[src/rtl/uart_sim_pkg.sv]
// Shared definitions for the UART simulation helpers (input responder and,
// later, the output monitor).
package uart_sim_pkg;

    // Responder state: READY serves reads, GAP enforces idle cycles after a serve.
    typedef enum logic {
        READY = 1'b0,
        GAP   = 1'b1
    } resp_state_t;

    // Character handed back whenever nothing is actually served.
    localparam logic [7:0] EMPTY_CH_DEFAULT = 8'hff;

endpackage

[src/rtl/uart_in_responder_if.sv]
// Host-side push channel and DUT-side read channel of the UART input responder.
//
// Handshake semantics:
//   host push : a character moves when host_valid && host_ready at a rising clock
//               edge. host_ready depends on registered state only.
//   DUT read  : io_uart_in_valid is a request sampled at the rising edge; the
//               answer io_uart_in_ch is already valid during that same cycle and
//               depends on registered state only. There is no back-pressure on
//               reads: an unserved read simply sees the empty character.
interface uart_in_responder_if;
    logic       host_valid;
    logic [7:0] host_ch;
    logic       host_ready;
    logic       io_uart_in_valid;
    logic [7:0] io_uart_in_ch;

    // Driver side (host model and DUT-under-test read port)
    modport master (
        output host_valid,
        output host_ch,
        output io_uart_in_valid,
        input  host_ready,
        input  io_uart_in_ch
    );

    // Responder side
    modport slave (
        input  host_valid,
        input  host_ch,
        input  io_uart_in_valid,
        output host_ready,
        output io_uart_in_ch
    );
endinterface

[src/rtl/sync_fifo.sv]
// Single-clock show-ahead FIFO. The head entry is always presented on o_head;
// pushes while full and pops while empty are ignored.
module sync_fifo #(
    parameter int DEPTH = 16,
    parameter int WIDTH = 8
) (
    input  logic                     clk,
    input  logic                     rst,
    input  logic                     i_push,
    input  logic [WIDTH-1:0]         i_push_data,
    input  logic                     i_pop,
    output logic [WIDTH-1:0]         o_head,
    output logic                     o_full,
    output logic                     o_empty,
    output logic [$clog2(DEPTH):0]   o_count
);
    localparam int AW = $clog2(DEPTH);
    localparam int CW = AW + 1;

    logic [WIDTH-1:0] r_mem [DEPTH];
    logic [AW-1:0]    r_wr_ptr;
    logic [AW-1:0]    r_rd_ptr;
    logic [CW-1:0]    r_count;
    logic             w_do_push;
    logic             w_do_pop;

    // Full/empty come from the registered occupancy, so they never see this cycle's requests.
    assign o_full    = (r_count == CW'(DEPTH));
    assign o_empty   = (r_count == '0);
    assign o_count   = r_count;
    assign o_head    = r_mem[r_rd_ptr];
    assign w_do_push = i_push && !o_full;
    assign w_do_pop  = i_pop && !o_empty;

    // Storage carries no reset; it is only observable through a non-empty head.
    always_ff @(posedge clk) begin
        if (w_do_push) begin
            r_mem[r_wr_ptr] <= i_push_data;
        end
    end

    // Pointers wrap naturally at DEPTH (power of two); occupancy tracks push/pop balance.
    always_ff @(posedge clk or posedge rst) begin
        if (rst) begin
            r_wr_ptr <= '0;
            r_rd_ptr <= '0;
            r_count  <= '0;
        end else begin
            if (w_do_push) begin
                r_wr_ptr <= r_wr_ptr + AW'(1);
            end
            if (w_do_pop) begin
                r_rd_ptr <= r_rd_ptr + AW'(1);
            end
            case ({w_do_push, w_do_pop})
                2'b10:   r_count <= r_count + CW'(1);
                2'b01:   r_count <= r_count - CW'(1);
                default: r_count <= r_count;
            endcase
        end
    end
endmodule

[src/rtl/uart_in_responder.sv]
// Feeds host-supplied characters to a simulated DUT's UART input port. The DUT
// reads with io_uart_in_valid and sees the answer in the same cycle; after each
// served character an optional MIN_GAP idle window returns EMPTY_CH.
module uart_in_responder
    import uart_sim_pkg::*;
#(
    parameter int         DEPTH    = 16,
    parameter logic [7:0] EMPTY_CH = EMPTY_CH_DEFAULT,
    parameter int         MIN_GAP  = 0
) (
    input  logic                   clock,
    input  logic                   reset,
    uart_in_responder_if.slave     bus,
    output logic [$clog2(DEPTH):0] fifo_count,
    output logic [31:0]            served_cnt,
    output logic [31:0]            underrun_cnt,
    output resp_state_t            o_state
);
    // Gap counter holds MIN_GAP-1 at most; keep at least one bit so it always exists.
    localparam int GW       = (MIN_GAP > 1) ? $clog2(MIN_GAP) : 1;
    localparam int GAP_LOAD = (MIN_GAP > 0) ? (MIN_GAP - 1) : 0;

    resp_state_t r_state;
    resp_state_t w_state_nxt;
    logic [GW-1:0] r_gap;
    logic [GW-1:0] w_gap_nxt;
    logic [31:0]   r_served;
    logic [31:0]   r_underrun;

    logic [7:0]    w_head;
    logic          w_full;
    logic          w_empty;
    logic          w_pop;
    logic          w_underrun;

    sync_fifo #(
        .DEPTH (DEPTH),
        .WIDTH (8)
    ) u_fifo (
        .clk         (clock),
        .rst         (reset),
        .i_push      (bus.host_valid),
        .i_push_data (bus.host_ch),
        .i_pop       (w_pop),
        .o_head      (w_head),
        .o_full      (w_full),
        .o_empty     (w_empty),
        .o_count     (fifo_count)
    );

    // Serve only in READY with data; an empty READY read is an underrun, a GAP read is neither.
    assign w_pop      = bus.io_uart_in_valid && (r_state == READY) && !w_empty;
    assign w_underrun = bus.io_uart_in_valid && (r_state == READY) && w_empty;

    assign bus.host_ready    = !w_full;
    assign bus.io_uart_in_ch = ((r_state == READY) && !w_empty) ? w_head : EMPTY_CH;
    assign served_cnt        = r_served;
    assign underrun_cnt      = r_underrun;
    assign o_state           = r_state;

    // State and gap counter registers.
    always_ff @(posedge clock or posedge reset) begin
        if (reset) begin
            r_state <= READY;
            r_gap   <= '0;
        end else begin
            r_state <= w_state_nxt;
            r_gap   <= w_gap_nxt;
        end
    end

    // Next state: a serve opens the gap window, which counts down to zero then releases.
    always_comb begin
        w_state_nxt = r_state;
        w_gap_nxt   = r_gap;
        case (r_state)
            READY: begin
                if (w_pop && (MIN_GAP > 0)) begin
                    w_state_nxt = GAP;
                    w_gap_nxt   = GW'(GAP_LOAD);
                end
            end
            GAP: begin
                if (r_gap == '0) begin
                    w_state_nxt = READY;
                end else begin
                    w_gap_nxt = r_gap - GW'(1);
                end
            end
            default: begin
                w_state_nxt = READY;
                w_gap_nxt   = '0;
            end
        endcase
    end

    // Statistics counters; both wrap silently at 2^32.
    always_ff @(posedge clock or posedge reset) begin
        if (reset) begin
            r_served   <= '0;
            r_underrun <= '0;
        end else begin
            if (w_pop) begin
                r_served <= r_served + 32'd1;
            end
            if (w_underrun) begin
                r_underrun <= r_underrun + 32'd1;
            end
        end
    end
endmodule

[src/flat_wrapper.sv]
// flat-port wrapper written by rule: the top's interface ports become plain ports
module uart_in_responder_flat import uart_sim_pkg::*;
#(
    parameter int         DEPTH    = 16,
    parameter logic [7:0] EMPTY_CH = EMPTY_CH_DEFAULT,
    parameter int         MIN_GAP  = 0
)
  (clock, reset, fifo_count, served_cnt, underrun_cnt, o_state, bus_host_valid, bus_host_ch, bus_io_uart_in_valid, bus_host_ready, bus_io_uart_in_ch);
  uart_in_responder_if bus_i ();
  input  logic clock;
  input  logic reset;
  output logic [$clog2(DEPTH):0] fifo_count;
  output logic [31:0] served_cnt;
  output logic [31:0] underrun_cnt;
  output resp_state_t o_state;
  input wire logic [$bits(bus_i.host_valid)-1:0] bus_host_valid;
  input wire logic [$bits(bus_i.host_ch)-1:0] bus_host_ch;
  input wire logic [$bits(bus_i.io_uart_in_valid)-1:0] bus_io_uart_in_valid;
  output wire logic [$bits(bus_i.host_ready)-1:0] bus_host_ready;
  output wire logic [$bits(bus_i.io_uart_in_ch)-1:0] bus_io_uart_in_ch;
  assign bus_i.host_valid = bus_host_valid;
  assign bus_i.host_ch = bus_host_ch;
  assign bus_i.io_uart_in_valid = bus_io_uart_in_valid;
  assign bus_host_ready = bus_i.host_ready;
  assign bus_io_uart_in_ch = bus_i.io_uart_in_ch;
  uart_in_responder #(.DEPTH(DEPTH), .EMPTY_CH(EMPTY_CH), .MIN_GAP(MIN_GAP)) u_core (.clock(clock), .reset(reset), .bus(bus_i), .fifo_count(fifo_count), .served_cnt(served_cnt), .underrun_cnt(underrun_cnt), .o_state(o_state));
endmodule
[config.mk]
export PLATFORM = sky130hd
export DESIGN_NAME = uart_in_responder_flat
export DESIGN_NICKNAME = d
export VERILOG_FILES = /design/src/rtl/uart_sim_pkg.sv /design/src/rtl/uart_in_responder_if.sv /design/src/rtl/sync_fifo.sv /design/src/rtl/uart_in_responder.sv /design/src/flat_wrapper.sv
export SDC_FILE = /design/constraint.sdc
export NUM_CORES = 1
export LEC_CHECK = 0
export ABC_AREA = 1
export BUFFER_PORTS_ARGS = -buffer_cell sky130_fd_sc_hd__clkbuf_2
export CORE_MARGIN = 4
export CORE_UTILIZATION = 59
export CTS_CLUSTER_DIAMETER = 150
export CTS_CLUSTER_SIZE = 16
export DETAILED_ROUTE_END_ITERATION = 7
export PLACE_DENSITY = 0.76
export SYNTH_ARGS = -nofsm -noshare
export SYNTH_HDL_FRONTEND = slang
export SYNTH_SLANG_ARGS = --single-unit
export TNS_END_PERCENT = 5
[constraint.sdc]
create_clock -name clock -period 3.1 [get_ports clock]
set_input_delay 0.62 -clock clock [delete_from_list [all_inputs] [get_ports clock]]
set_output_delay 0.62 -clock clock [all_outputs]
set_load 0.01 [all_outputs]
==> qor.csv <==
metric,value,unit
Die Area,18500,um2
slowest cell on the critical path,buf_4,
critical path class,flip-flop to output port,
fill cell count,1269,
CTS tree,done,
Die Wd,136,um
Synth Cell Area,9660,um2
"most common cell after layout, fill and taps aside",nand2_1,
pin count of the biggest net entering global routing,67,
DRT antenna net count,0,
Combinational Power Share,0.326,
Layout Utilization,0.679,
Least-Margin Pin Slew,917,ps
io pins,91,
"Seq/Total Area, Yosys",0.597,
vias in the first global route,6814,
internal power,5.09,mW
htree depth,1,
total CTS buffers,16,
first-pass GRT wire length,34000,um
# Post-CTS Setup Buffers,0,
Final Cycle Share,0.925,
Hold Crit Class,input port to async pin,
critical path arrival,2250,ps
"Hold Vio Cnt, Final",0,
pwr/cell area,734,nW/um2
Synth top area share,0.398,
VDD IR max,0.000447,V
syn_area_per_cell,9.20,um2
Final HPWL DP,14400,um
Final Skew,14.5,ps
leading area contributor after synthesis,edfxtp_1,
unrepaired setup endpoints after global routing,no,
antenna violations before repair,0,
Clock transition at path regs,70,ps
endpoints failing setup,0,
1st-pass router iterations,5,
Netlist cell types,29,
Sequential Area,5770,um2
P_sw,2.85,mW
highest-count cells in the layout ignoring fill and taps,"nand2_1, nor2_1, edfxtp_1, nand3_1, inv_1",
WL/cell,15.5,um
outcome,"finished, final reports clean",
CP max stage delay,590,ps
Crit. End Element,output port,
CP Launch Type,flip-flop,
"Warnings, synthesis",0,
CP cell instances,buf_4 -> nor2_1 -> nor2_1 -> o21ai_0 -> nand3_1 -> nand3_1 -> nand3_1 -> clkbuf_2,
clock root cell,clkbuf_16,
multi-input logic area,3350,um2
IO Port Bufs,89,
placed inst area,10400,um2
Core ar.,15900,um2
Fmax,349,MHz
Worst Path Required,2480,ps
Max clock buf depth,3,
Vias/cell,5.39,
Starting DRT DRC Count,511,
Die Y,136,um
switching share of power,0.359,
Bufs and invs on worst path,2,
Clock Latency Late Sink,470,ps
initial core utilization,0.606,
Reg power frac,0.434,
Synth Net Count,1073,
routed wire length,21200,um
Nets,1162,
share of cells above drive strength 1,0.119,
max capacitance violation total,0,
most frequent cell on the critical path,nand3_1,
synthesized netlist cell count,1050,
Lkg Pwr,4.77,nW
DR DRC count,0,
post-route cell area,10800,um2
Fin Setup TNS,0,ps
Slew Limit Headroom,0.387,
n_diodes,0,
P&R area growth vs syn,12.0,%
crit-path max FO,66,
clock net sink count,205,
critical path's top delay family,buffers and inverters,
Vias,7347,
Final Max Tran Viols,0,
Overflow after GRT,0,
cts hold-fix bufs,0,
GP Congestion,0.850,
row count,46,
largest cells by area after synthesis,"edfxtp_1, dfrtp_1, nand2_1",
hold slack,206,ps
clock share of power,0.240,
GRT Overall Usage,0.229,
post-CTS sizing,0,
Final min period,2870,ps
#FFs+latches synth,205,
-- per-layer routing --
metal  GRT usage  vias to the layer above  wire [um]
met5           0                        -          0
met4      0.0577                        0        313
met3      0.0340                       25       1190
met2       0.373                      210      10100
met1       0.330                     3505       9550
li1            -                     3607          -
-- cells in the mapped netlist --
master and number:
buf_2 12, a21oi_1 1, xor2_1 25, buf_6 1
buf_1 4, nor3_2 1, nand4_1 26, conb_1 1
nand4_4 1, nor2_1 146, clkinv_1 1, clkbuf_1 9
dfrtp_1 77, o21ai_0 44, nand3_1 107, edfxtp_1 128
nand2_2 1, nand2_1 307, xnor2_1 8, nor2_2 3
nand3b_1 14, buf_4 6, ha_1 11, o21bai_1 1
inv_1 98, inv_2 1, nor3_1 9, nor2_4 6
nand3_4 1
-- final cells by class --
| type | count | share of cell area |
|---|---|---|
| clock buffers | 26 | 0.0424 |
| clock inverters | 1 | 0.000462 |
| inverters | 100 | 0.0348 |
| multi-input cells | 713 | 0.310 |
| flip-flops and latches | 205 | 0.533 |
| well taps | 216 | 0.0250 |
| repair buffers | 103 | 0.0543 |
-- sequential cells by signal, summed over array words and instances, names as in the netlist --
signal / flops
u_core.u_fifo.r_rd_ptr: 4
u_core.u_fifo.o_count: 5
u_core.underrun_cnt: 32
u_core.u_fifo.r_wr_ptr: 4
u_core.served_cnt: 32
u_core.u_fifo.r_mem: 128
-- cell families (layout without fill, tap and decap cells) --
group           Yosys count  count (layout)  share of synthesized area
compound gates           46              46                     0.0241
flops                   205             205                      0.597
buf+inv                 132             230                     0.0559
xor+xnor                 33              33                     0.0299
other cells               1               1                   0.000388
fa+ha+maj                11              11                     0.0142
simple gates            622             622                      0.278
-- worst register-to-register path, stage by stage (launching register included) --
cell and delay [ps]:
dfrtp_1 470, nor2_4 220, nand3_4 210, nand2_2 120
inv_1 70, ha_1 300, nand2_1 100, inv_1 50
nor2_1 130, ha_1 160, inv_1 40, nand2_1 100
nand3_1 120, nand2_1 70, nand2_1 40, nand3_1 50
o21ai_0 70
-- path summary, 6_finish.rpt --
check                                            endpoint                      start  cells past startpoint  slack [ps]
worst min register to register      u_core.served_cnt[31]      u_core.served_cnt[31]                      2         510
worst max register to register   u_core.u_fifo.o_count[4]   u_core.u_fifo.o_count[0]                     16         670
worst max-delay path                 bus_io_uart_in_ch[4]  u_core.u_fifo.r_rd_ptr[0]                      8         230
worst min-delay path             u_core.u_fifo.o_count[3]                      reset                      2         210
max in group asynchronous       u_core.u_fifo.r_rd_ptr[0]                      reset                      3        2220
min in group clock                  u_core.served_cnt[31]      u_core.served_cnt[31]                      2         510
-- metrics by stage --
stage / setup WS [ps] / std cells / total power, mW
3_5_place_dp: 646 / 1337 / 6.10
2_1_floorplan: 513 / 1050 / 5.24
3_3_place_gp: 690 / 1337 / 6.02
4_1_cts: 234 / 1364 / 8.01
6_report: 234 / 1364 / 7.95
5_1_grt: 94.2 / 1364 / 8.46
-- power groups by stage --
stage               clock [mW]  combinational [mW]  sequential, mW
floorplan                    0                1.77            3.47
global placement             0                2.53            3.49
detailed placement           0                2.59            3.50
CTS                       1.95                2.61            3.45
global route              2.06                2.92            3.48
finish                    1.91                2.59            3.45
(Power assumes the default switching activity.)
